$ cat config.mk
export PLATFORM = sky130hd
export DESIGN_NAME = demux_1to4_reg
export DESIGN_NICKNAME = d
export VERILOG_FILES = /design/src/rtl/demux_1to4_reg.sv
export SDC_FILE = /design/constraint.sdc
export NUM_CORES = 1
export LEC_CHECK = 0
export CELL_PAD_IN_SITES_DETAIL_PLACEMENT = 1
export CELL_PAD_IN_SITES_GLOBAL_PLACEMENT = 2
export CORE_MARGIN = 2
export CORE_UTILIZATION = 31
export DETAILED_ROUTE_END_ITERATION = 12
export PLACE_DENSITY_LB_ADDON = 0.1
export SLEW_MARGIN = 30
export SYNTH_ARGS = -nofsm -noshare
export SYNTH_HDL_FRONTEND = slang
export SYNTH_SLANG_ARGS = --single-unit
$ cat constraint.sdc
create_clock -name clk -period 2.7 [get_ports clk]
set_input_delay 0.27 -clock clk [delete_from_list [all_inputs] [get_ports clk]]
set_output_delay 0.27 -clock clk [all_outputs]
set_load 0.01 [all_outputs]
$ cat src/rtl/demux_1to4_reg.sv
// demux_1to4_reg: write-side 1-to-4 demultiplexer into four holding registers.
// Each register has a valid flag. A clear sweep resets the registers one per
// cycle in the order a, b, c, d. While the sweep runs, busy is high and writes
// are refused. All outputs are taken directly from flops.
module demux_1to4_reg #(
  parameter int unsigned    WIDTH     = 4,
  parameter logic [31:0]    RESET_VAL = 32'd0
) (
  input  logic             clk,
  input  logic             reset,
  input  logic [WIDTH-1:0] in,
  input  logic [1:0]       sel,
  input  logic             wr_en,
  input  logic             clr,
  output logic [WIDTH-1:0] a,
  output logic [WIDTH-1:0] b,
  output logic [WIDTH-1:0] c,
  output logic [WIDTH-1:0] d,
  output logic [3:0]       valid,
  output logic             busy,
  output logic             wr_ready
);

  // Reset/clear value. It is zero-extended or truncated to the register width.
  localparam logic [WIDTH-1:0] L_RST = WIDTH'(RESET_VAL);

  typedef enum logic {
    S_IDLE  = 1'b0,
    S_CLEAR = 1'b1
  } state_t;

  state_t           r_state;
  logic [1:0]       r_idx;
  logic [WIDTH-1:0] r_reg [4];
  logic [3:0]       r_valid;
  logic             r_busy;

  // FSM with registered outputs. IDLE accepts clr (which has priority) or a
  // write. CLEAR wipes one register per edge and ignores every request.
  always_ff @(posedge clk or posedge reset) begin
    if (reset) begin
      r_state <= S_IDLE;
      r_idx   <= 2'd0;
      r_busy  <= 1'b0;
      r_valid <= 4'b0000;
      for (int i = 0; i < 4; i++) begin
        r_reg[i] <= L_RST;
      end
    end else begin
      case (r_state)
        S_IDLE: begin
          if (clr) begin
            r_state <= S_CLEAR;
            r_idx   <= 2'd0;
            r_busy  <= 1'b1;
          end else if (wr_en) begin
            r_reg[sel]   <= in;
            r_valid[sel] <= 1'b1;
          end
        end
        S_CLEAR: begin
          r_reg[r_idx]   <= L_RST;
          r_valid[r_idx] <= 1'b0;
          r_idx          <= r_idx + 2'd1;
          if (r_idx == 2'd3) begin
            r_state <= S_IDLE;
            r_busy  <= 1'b0;
          end
        end
        default: begin
          r_state <= S_IDLE;
          r_busy  <= 1'b0;
        end
      endcase
    end
  end

  assign a        = r_reg[0];
  assign b        = r_reg[1];
  assign c        = r_reg[2];
  assign d        = r_reg[3];
  assign valid    = r_valid;
  assign busy     = r_busy;
  assign wr_ready = ~r_busy;

endmodule

---- Word-level counts from Yosys, hierarchy flattened ----
Index checks and enable logic that the tools add are counted.
storage, ports and cells
  output and inout port bits .............. 22
  flip-flop bits (word level) ............. 24
  input bits .............................. 10
  logic and storage cells ................. 60
operators by class
  multiplexer cells ....................... 23
  order comparisons ....................... 8
  $add $sub $neg .......................... 1
  bitwise operators ....................... 9
  eq/ne operators ......................... 5
  reductions and logical operators ........ 6
operator list
  operator               count
  $mux W16               2
  $pmux W16 S2           1
  $and A16 B16 Y16       1
  $bwmux W16             1
  $demux W4 S2           2
  $mux W4                4
  $not A16 Y16           1
  $pmux W4 S2            1
  $ge A3 B3 Y1 const B   2
  $lt A2 B3 Y1 const B   2
  $lt A3 B1 Y1 const B   2
  $mux W1                6
  $ne A2 B2 Y1 const B   3
  $not A2 Y3             2
  $and A4 B4 Y4          1
  $demux W1 S2           2
  $ge A2 B1 Y1 const B   2
  $logic_and A1 B1 Y1    4
  $not A4 Y4             1
  $or A4 B4 Y4           1
  $pmux W1 S2            2
  $pmux W2 S2            1
  $reduce_and A2 Y1      2
  $add A2 B1 Y2 const B  1
  4 further kinds        5

---- Logic depth before layout (Yosys ltp) ----
Gate-level depths: netlist of the first run.
  depth in word-level cells ............... 9
  mapped depth ............................ 5
  mapped depth without buffers ............ 5

---- Worst setup path after synthesis of the first run ----
No wires, ideal clock.
  path type ............................... register -> register
  from .................................... register r_state
  to ...................................... register r_reg (netlist bit a[0])
  stages on the path, launching flop included .. 6
  clock period less this slack ............ 1.185 ns
  slack ................................... 1.515 ns
  setup time .............................. 0.079 ns
  required time ........................... 2.621 ns
  data arrival time ....................... 1.106 ns
  buffers on the path ..................... 2
  cell sequence ........................... dfrtp_1 buf_6 nor2_8 and4bb_1 buf_6 mux2i_1
on the way
  word-level cells in the longest chain between the ends .. 3
  elaborated cells between the ends (all ways) .. 5
  classes of those cells .................. 2 x eq/ne; 1 x mux; 1 x bitwise; 1 x reduce/logical
ends and longest elaborated chain
  item                                RTL line  source
  start: declaration                  32        state_t r_state;
  start signal: assignment            42        r_state <= S_IDLE;
  start signal: assignment            53        r_state <= S_CLEAR;
  start signal: assignment            66        r_state <= S_IDLE;
  $not A1 Y1                          -
  $ne A2 B2 Y1 (no source line)       -
  $reduce_and A2 Y1 (no source line)  -
  end signal: indexed assignment      57        r_reg[sel] <= in;
  end: declaration                    34        logic [WIDTH-1:0] r_reg [4];
Parallel ways exist; a longest one is shown, timed or not.
A chain may end at the register's enable or synchronous reset.

---- Final worst setup path of the first run ----
  from .................................... register r_busy, in the netlist busy
  to ...................................... output port wr_ready
on the way
  word-level cells in the longest chain between the ends .. 1
ends and longest elaborated chain
  item                      RTL line  source
  start: declaration        36        logic r_busy;
  start signal: assignment  44        r_busy <= 1'b0;
  start signal: assignment  55        r_busy <= 1'b1;
  start signal: assignment  67        r_busy <= 1'b0;
  $not A1 Y1                84        assign wr_ready = ~r_busy;
  end: declaration          21        output logic wr_ready
No other way between the ends.

==> metrics, run 1 <==
CTS clk-pin slew, worst paths=140 ps; commonest cells after routing, fill and taps aside=clkdlybuf4s50_1, nand2_1, dfrtp_1, mux2i_1, inv_1; period utilization=59.7%; Synthesis Warnings=0; post-route insts no fill=172; setup tns final=0 ps; clk root buf=clkbuf_4; DR vias/cell=4.53; full die area=4090 um^2; met3 usage=3.52%; GR Util All Layers=14.2%; initial antenna violation count=0; synth unique cells=18; Final Setup Violations=0; TritonCTS clock tree=done; post-synth net total=109; Hold Buf Count CTS=0; DRC=0; Syn-to-layout area delta=34.7%; leakage power=0.770 nW; Final min period=1610 ps; Clk Latency, worst-skew pair=320 ps; total CTS buffers=3; clock sinks=24; DR vias=780; DP HPWL=1850 um; drt pass-1 iters=4; worst hold margin=282 ps; post-cts gate resize count=0; met2 GRT Util=22.8%; critical path required time=2430 ps; post-synthesis sequential area ratio=53.9%; first-pass GRT wire length=4450 um; highest clock rate=0.620 GHz; Placer Congestion=0.686; #FFs+latches synth=24; number of global-route vias before repair=871; Port Buf Inserts=31; Initial Utilization=32.9%; Max Root-Sink Buffers=2; Final nets=142; crit start category=flop; VDD IR-drop max=0.000267 V; H-tree depth=1; Crit Path Class=flop to output port; Ant. Diodes=0; most common cell after layout, fill and taps aside=clkdlybuf4s50_1; fill count=361; core box area=3390 um^2; ANT nets after route=0; RSZ-0062 raised after global routing=no; Die H=64.0 um; DRT Wirelength=2560 um; GR peak layer=met2; CP Max Fanout=3; Routed wire per std cell=14.9 um; worst min path class=primary input to asynchronous set/reset pin; die width=64.0 um; worst-margin pin slew=510 ps; Final Max Tran Viols=0; cell count after placement=168; pwr dens=853 nW/um^2; Worst Skew=8.97 ps; Post-CTS Setup Inserts=0; grt total ovfl=0; Syn Std Cell Area=1110 um^2; Final Power=1.28 mW; Worst Setup End Kind=output port; # IOs=32; status=finished clean; Rel. slew slack=65.9%; Placement Rows=21; max-cap viol count=0; arrival time worst endpoint=1340 ps; Reg area=601 um^2; Starting DRT DRC Count=29; multi-input combinational cell area=447 um^2; largest net degree at the start of global routing=25; Hold Fails Final Rpt=0; M1 GR Usage=18.9%; average cell area after synthesis=11.9 um^2; proportion of layout cells with a drive suffix above 1=8.73%; r2r setup slk=1200 ps; post-synthesis cell count=94
## stage by stage
step / utilization [%] / worst slack (ps) / area, um^2
2_1_floorplan: - / 1520 / 1110
6_report: 44.3 / 1090 / 1500
5_1_grt: 44.3 / 996 / 1500
3_3_place_gp: 42.7 / 1060 / 1450
4_1_cts: 44.3 / 1060 / 1500
3_5_place_dp: 42.7 / 994 / 1450
## state kept, by name, indices dropped and copies added (netlist names)
register and count:
a 4, c 4, r_state 1, valid 4, b 4, busy 1, d 4, r_idx 2
## critical path, cell delays in order (launching register included)
cell             delay, ps
dfrtp_1                420
inv_1                   70
clkdlybuf4s50_1        530
## per-layer routing
metal	part of all wire, %	routed length (um)
met5	0	0
met4	0.66	17
met3	4.8	124
met2	50	1290
met1	44	1130
## synthesized netlist by cell type, drive strengths merged
cell type | count | area, um^2
a21o | 2 | 16.3
a22o | 1 | 10.0
and4b | 1 | 10.0
and4bb | 1 | 12.5
buf | 3 | 33.8
dfrtp | 24 | 601
ha | 5 | 62.6
inv | 9 | 33.8
mux2 | 1 | 11.3
mux2i | 17 | 170
nand2 | 24 | 90.1
nand2b | 1 | 6.26
nand4 | 1 | 12.5
nand4b | 1 | 15.0
nor2 | 2 | 23.8
o22ai | 1 | 6.26
## report_power, final
group / switching [mW] / internal (mW) / leakage (nW)
logic: 0.213 / 0.255 / 0.421
registers: 0.0915 / 0.456 / 0.321
clock network: 0.114 / 0.150 / 0.0279
total: 0.419 / 0.861 / 0.770
## area by class of cell
| class | count | share of cell area [%] |
|---|---|---|
| clock buffers | 3 | 1.50 |
| clock inverters | 1 | 2.00 |
| inverters | 9 | 2.25 |
| multi-input cells | 58 | 29.7 |
| flip-flops and latches | 24 | 40.0 |
| well taps | 46 | 3.83 |
| repair buffers | 31 | 20.7 |
## path summary, 6_finish.rpt
| path | from | depth (start not counted) | endpoint |
|---|---|---|---|
| min in group clk | valid[3]$_DFFE_PP0P_ | 2 | valid[3]$_DFFE_PP0P_ |
| setup / recovery | busy$_DFFE_PP0P_ | 2 | wr_ready |
| setup reg to reg | r_state$_DFF_PP0_ | 3 | a[0]$_DFFE_PP0P_ |
| hold reg to reg | valid[3]$_DFFE_PP0P_ | 2 | valid[3]$_DFFE_PP0P_ |
| max in group asynchronous | reset | 2 | valid[0]$_DFFE_PP0P_ |
| hold / removal | reset | 2 | d[2]$_DFFE_PP0P_ |
## cell families (layout without fill, tap and decap cells)
logic type | after synthesis | count (layout) | share of synthesized area (%)
and+or+nand+nor | 31 | 31 | 15.3
DFF | 24 | 24 | 53.9
muxes | 18 | 18 | 16.3
buffers and inverters | 12 | 44 | 6.06
adders and majority gates | 5 | 5 | 5.61
AOI/OAI and AO/OA | 4 | 4 | 2.92
Power figures use the tool's default switching activity.
==> run 2: changes to the inputs <==
--- a/config.mk
+++ b/config.mk
@@ -8,7 +8,7 @@
 export CELL_PAD_IN_SITES_DETAIL_PLACEMENT = 1
 export CELL_PAD_IN_SITES_GLOBAL_PLACEMENT = 2
 export CORE_MARGIN = 2
-export CORE_UTILIZATION = 31
+export CORE_UTILIZATION = 29
 export DETAILED_ROUTE_END_ITERATION = 12
 export PLACE_DENSITY_LB_ADDON = 0.1
 export SLEW_MARGIN = 30
==> constraint.sdc (replaced) <==
create_clock -name clk -period 1.6 [get_ports clk]
set_input_delay 0.16 -clock clk [delete_from_list [all_inputs] [get_ports clk]]
set_output_delay 0.16 -clock clk [all_outputs]
set_load 0.01 [all_outputs]
==> run 2 against run 1 <==
  * Worst hold slack worse by 43 ps
  * Final cell count grew 2.3%
  * Wire length down 5.2%
  * Flip-flop and latch count unchanged
  * Via count shrank 2.3%
  * Non-clock buffer count is 2 higher
  * Design area grew 1.3%
  * Register-to-register slack got worse by 920 ps
  * Utilization shrank 3.0 points
  * Clock power increased by 59%
  * First-iteration DRC count fell by 38%
  * Total power increased by 68%
==> metrics, run 2 (synthesis gave the netlist of run 1 again) <==
Clk Latency, worst-skew pair=270 ps (was 320 ps); worst r2r src=r_state$_DFF_PP0_ (unchanged); M1 GR Usage=18.4% (was 18.9%); leakage power=0.781 nW (was 0.770 nW); Port Buf Inserts=31 (unchanged); Final Setup Violations=0 (unchanged); clk root buf=clkbuf_8 (was clkbuf_4); DR vias/cell=4.33 (was 4.53); Final nets=144 (was 142); VDD IR-drop max=0.000599 V (was 0.000267 V); Post-CTS Setup Inserts=0 (unchanged); most common cell after layout, fill and taps aside=clkdlybuf4s50_1 (unchanged); DRC=0 (unchanged); TritonCTS clock tree=done (unchanged); Routed wire per std cell=13.8 um (was 14.9 um); worst hold margin=239 ps (was 282 ps); ANT nets after route=0 (unchanged); largest net degree at the start of global routing=25 (unchanged); Syn-to-layout area delta=36.5% (was 34.7%); RSZ-0062 raised after global routing=no (unchanged); Placer Congestion=0.656 (was 0.686); reg-to-reg critical path endpoint=b[2]$_DFFE_PP0P_ (was a[0]$_DFFE_PP0P_); arrival time worst endpoint=1280 ps (was 1340 ps); status=finished clean (unchanged); post-route insts no fill=176 (was 172); cells on worst reg2reg path=3 (unchanged); crit start category=flop (unchanged); max-cap viol count=0 (unchanged); commonest cells after routing, fill and taps aside=clkdlybuf4s50_1, nand2_1, dfrtp_1, mux2i_1, inv_1 (unchanged); worst min path class=primary input to asynchronous set/reset pin (unchanged); total CTS buffers=3 (unchanged); CTS clk-pin slew, worst paths=90 ps (was 140 ps); number of global-route vias before repair=783 (was 871); DRT Wirelength=2430 um (was 2560 um); cell count after placement=172 (was 168); Ant. Diodes=0 (unchanged); CP Max Fanout=3 (unchanged); full die area=4360 um^2 (was 4090 um^2); Hold Buf Count CTS=0 (unchanged); highest clock rate=0.695 GHz; Worst Skew=4.82 ps (was 8.97 ps); Rel. slew slack=79.2% (was 65.9%); met3 usage=2.39% (was 3.52%); Worst Setup End Kind=output port (unchanged); initial antenna violation count=0 (unchanged); setup tns final=0 ps (unchanged); worst-margin pin slew=313 ps (was 510 ps); post-cts gate resize count=0 (unchanged); first-pass GRT wire length=4150 um (was 4450 um); Starting DRT DRC Count=18 (was 29); Final min period=1440 ps; core box area=3690 um^2 (was 3390 um^2); pwr dens=1410 nW/um^2 (was 853 nW/um^2); critical path required time=1440 ps (was 2430 ps); GR Util All Layers=13.0% (was 14.2%); H-tree depth=1 (unchanged); clock sinks=24 (unchanged); Die H=66 um (was 64.0 um); met2 GRT Util=19.8% (was 22.8%); period utilization=90.0%; Crit Path Class=flop to output port (unchanged); # IOs=32 (unchanged); Max Root-Sink Buffers=2 (unchanged); Final Power=2.14 mW (was 1.28 mW); DP HPWL=1860 um (was 1850 um); die width=66 um (was 64.0 um); Hold Fails Final Rpt=0 (unchanged); grt total ovfl=0 (unchanged); r2r setup slk=280 ps (was 1200 ps); drt pass-1 iters=4 (unchanged); DR vias=762 (was 780); Final Max Tran Viols=0 (unchanged); GR peak layer=met2 (unchanged); Initial Utilization=30.2% (was 32.9%); Placement Rows=22 (was 21); proportion of layout cells with a drive suffix above 1=9.38% (was 8.73%)
==> run 2: cell count changes in the layout (fill, tap and decap cells not counted) <==
| cell | change |
|---|---|
| inv_1 | +1 |
| bufinv_16 | -1 |
| clkbuf_8 | +4 |
| clkbuf_4 | -3 |
| inv_2 | -1 |
| buf_4 | +2 |
==> run 2: per-layer routing <==
layer,share of wire [%],up-vias
met1,48,367
met4,1.6,0
met5,0,-
li1,-,372
met3,4.6,4
met2,45,19
==> run 2: how the worst max path moves through the flow <==
stage,from,end,slack (ps),cells after the start
after global routing,busy$_DFFE_PP0P_,wr_ready,90,2
after CTS,busy$_DFFE_PP0P_,wr_ready,140,2
final,busy$_DFFE_PP0P_,wr_ready,160,2
after floorplan,r_state$_DFF_PP0_,a[2]$_DFFE_PP0P_,420,5
after global placement,clr,a[1]$_DFFE_PP0P_,60,4
after detailed placement,clr,b[2]$_DFFE_PP0P_,40,4
==> run 2: through the flow <==
step | worst slack, ps | util (%) | area, um^2
after floorplan | 415 | - | 1110
after global placement | 63.1 | 39.8 | 1470
after detailed placement | 39.6 | 39.8 | 1470
after CTS | 144 | 41.2 | 1520
after global routing | 91.1 | 41.2 | 1520
final | 160 | 41.2 | 1520
==> run 2: critical path: stages, from the launching register on <==
cell	delay (ps)
dfrtp_1	410
inv_1	80
clkdlybuf4s50_1	530
==> run 2: layout make-up <==
| type | instances | area, um^2 |
|---|---|---|
| Sequential cell | 24 | 601 |
| Inverter | 9 | 33.8 |
| Tap cell | 48 | 60.1 |
| Timing Repair Buffer | 33 | 325 |
| Fill cell | 422 | 2170 |
| Clock buffer | 4 | 55.1 |
| Multi-Input combinational cell | 58 | 447 |
==> run 2: power breakdown <==
part / switching (mW) / internal [mW] / leakage (nW)
clock network: 0.201 / 0.220 / 0.0288
registers: 0.132 / 0.772 / 0.321
logic: 0.378 / 0.443 / 0.432
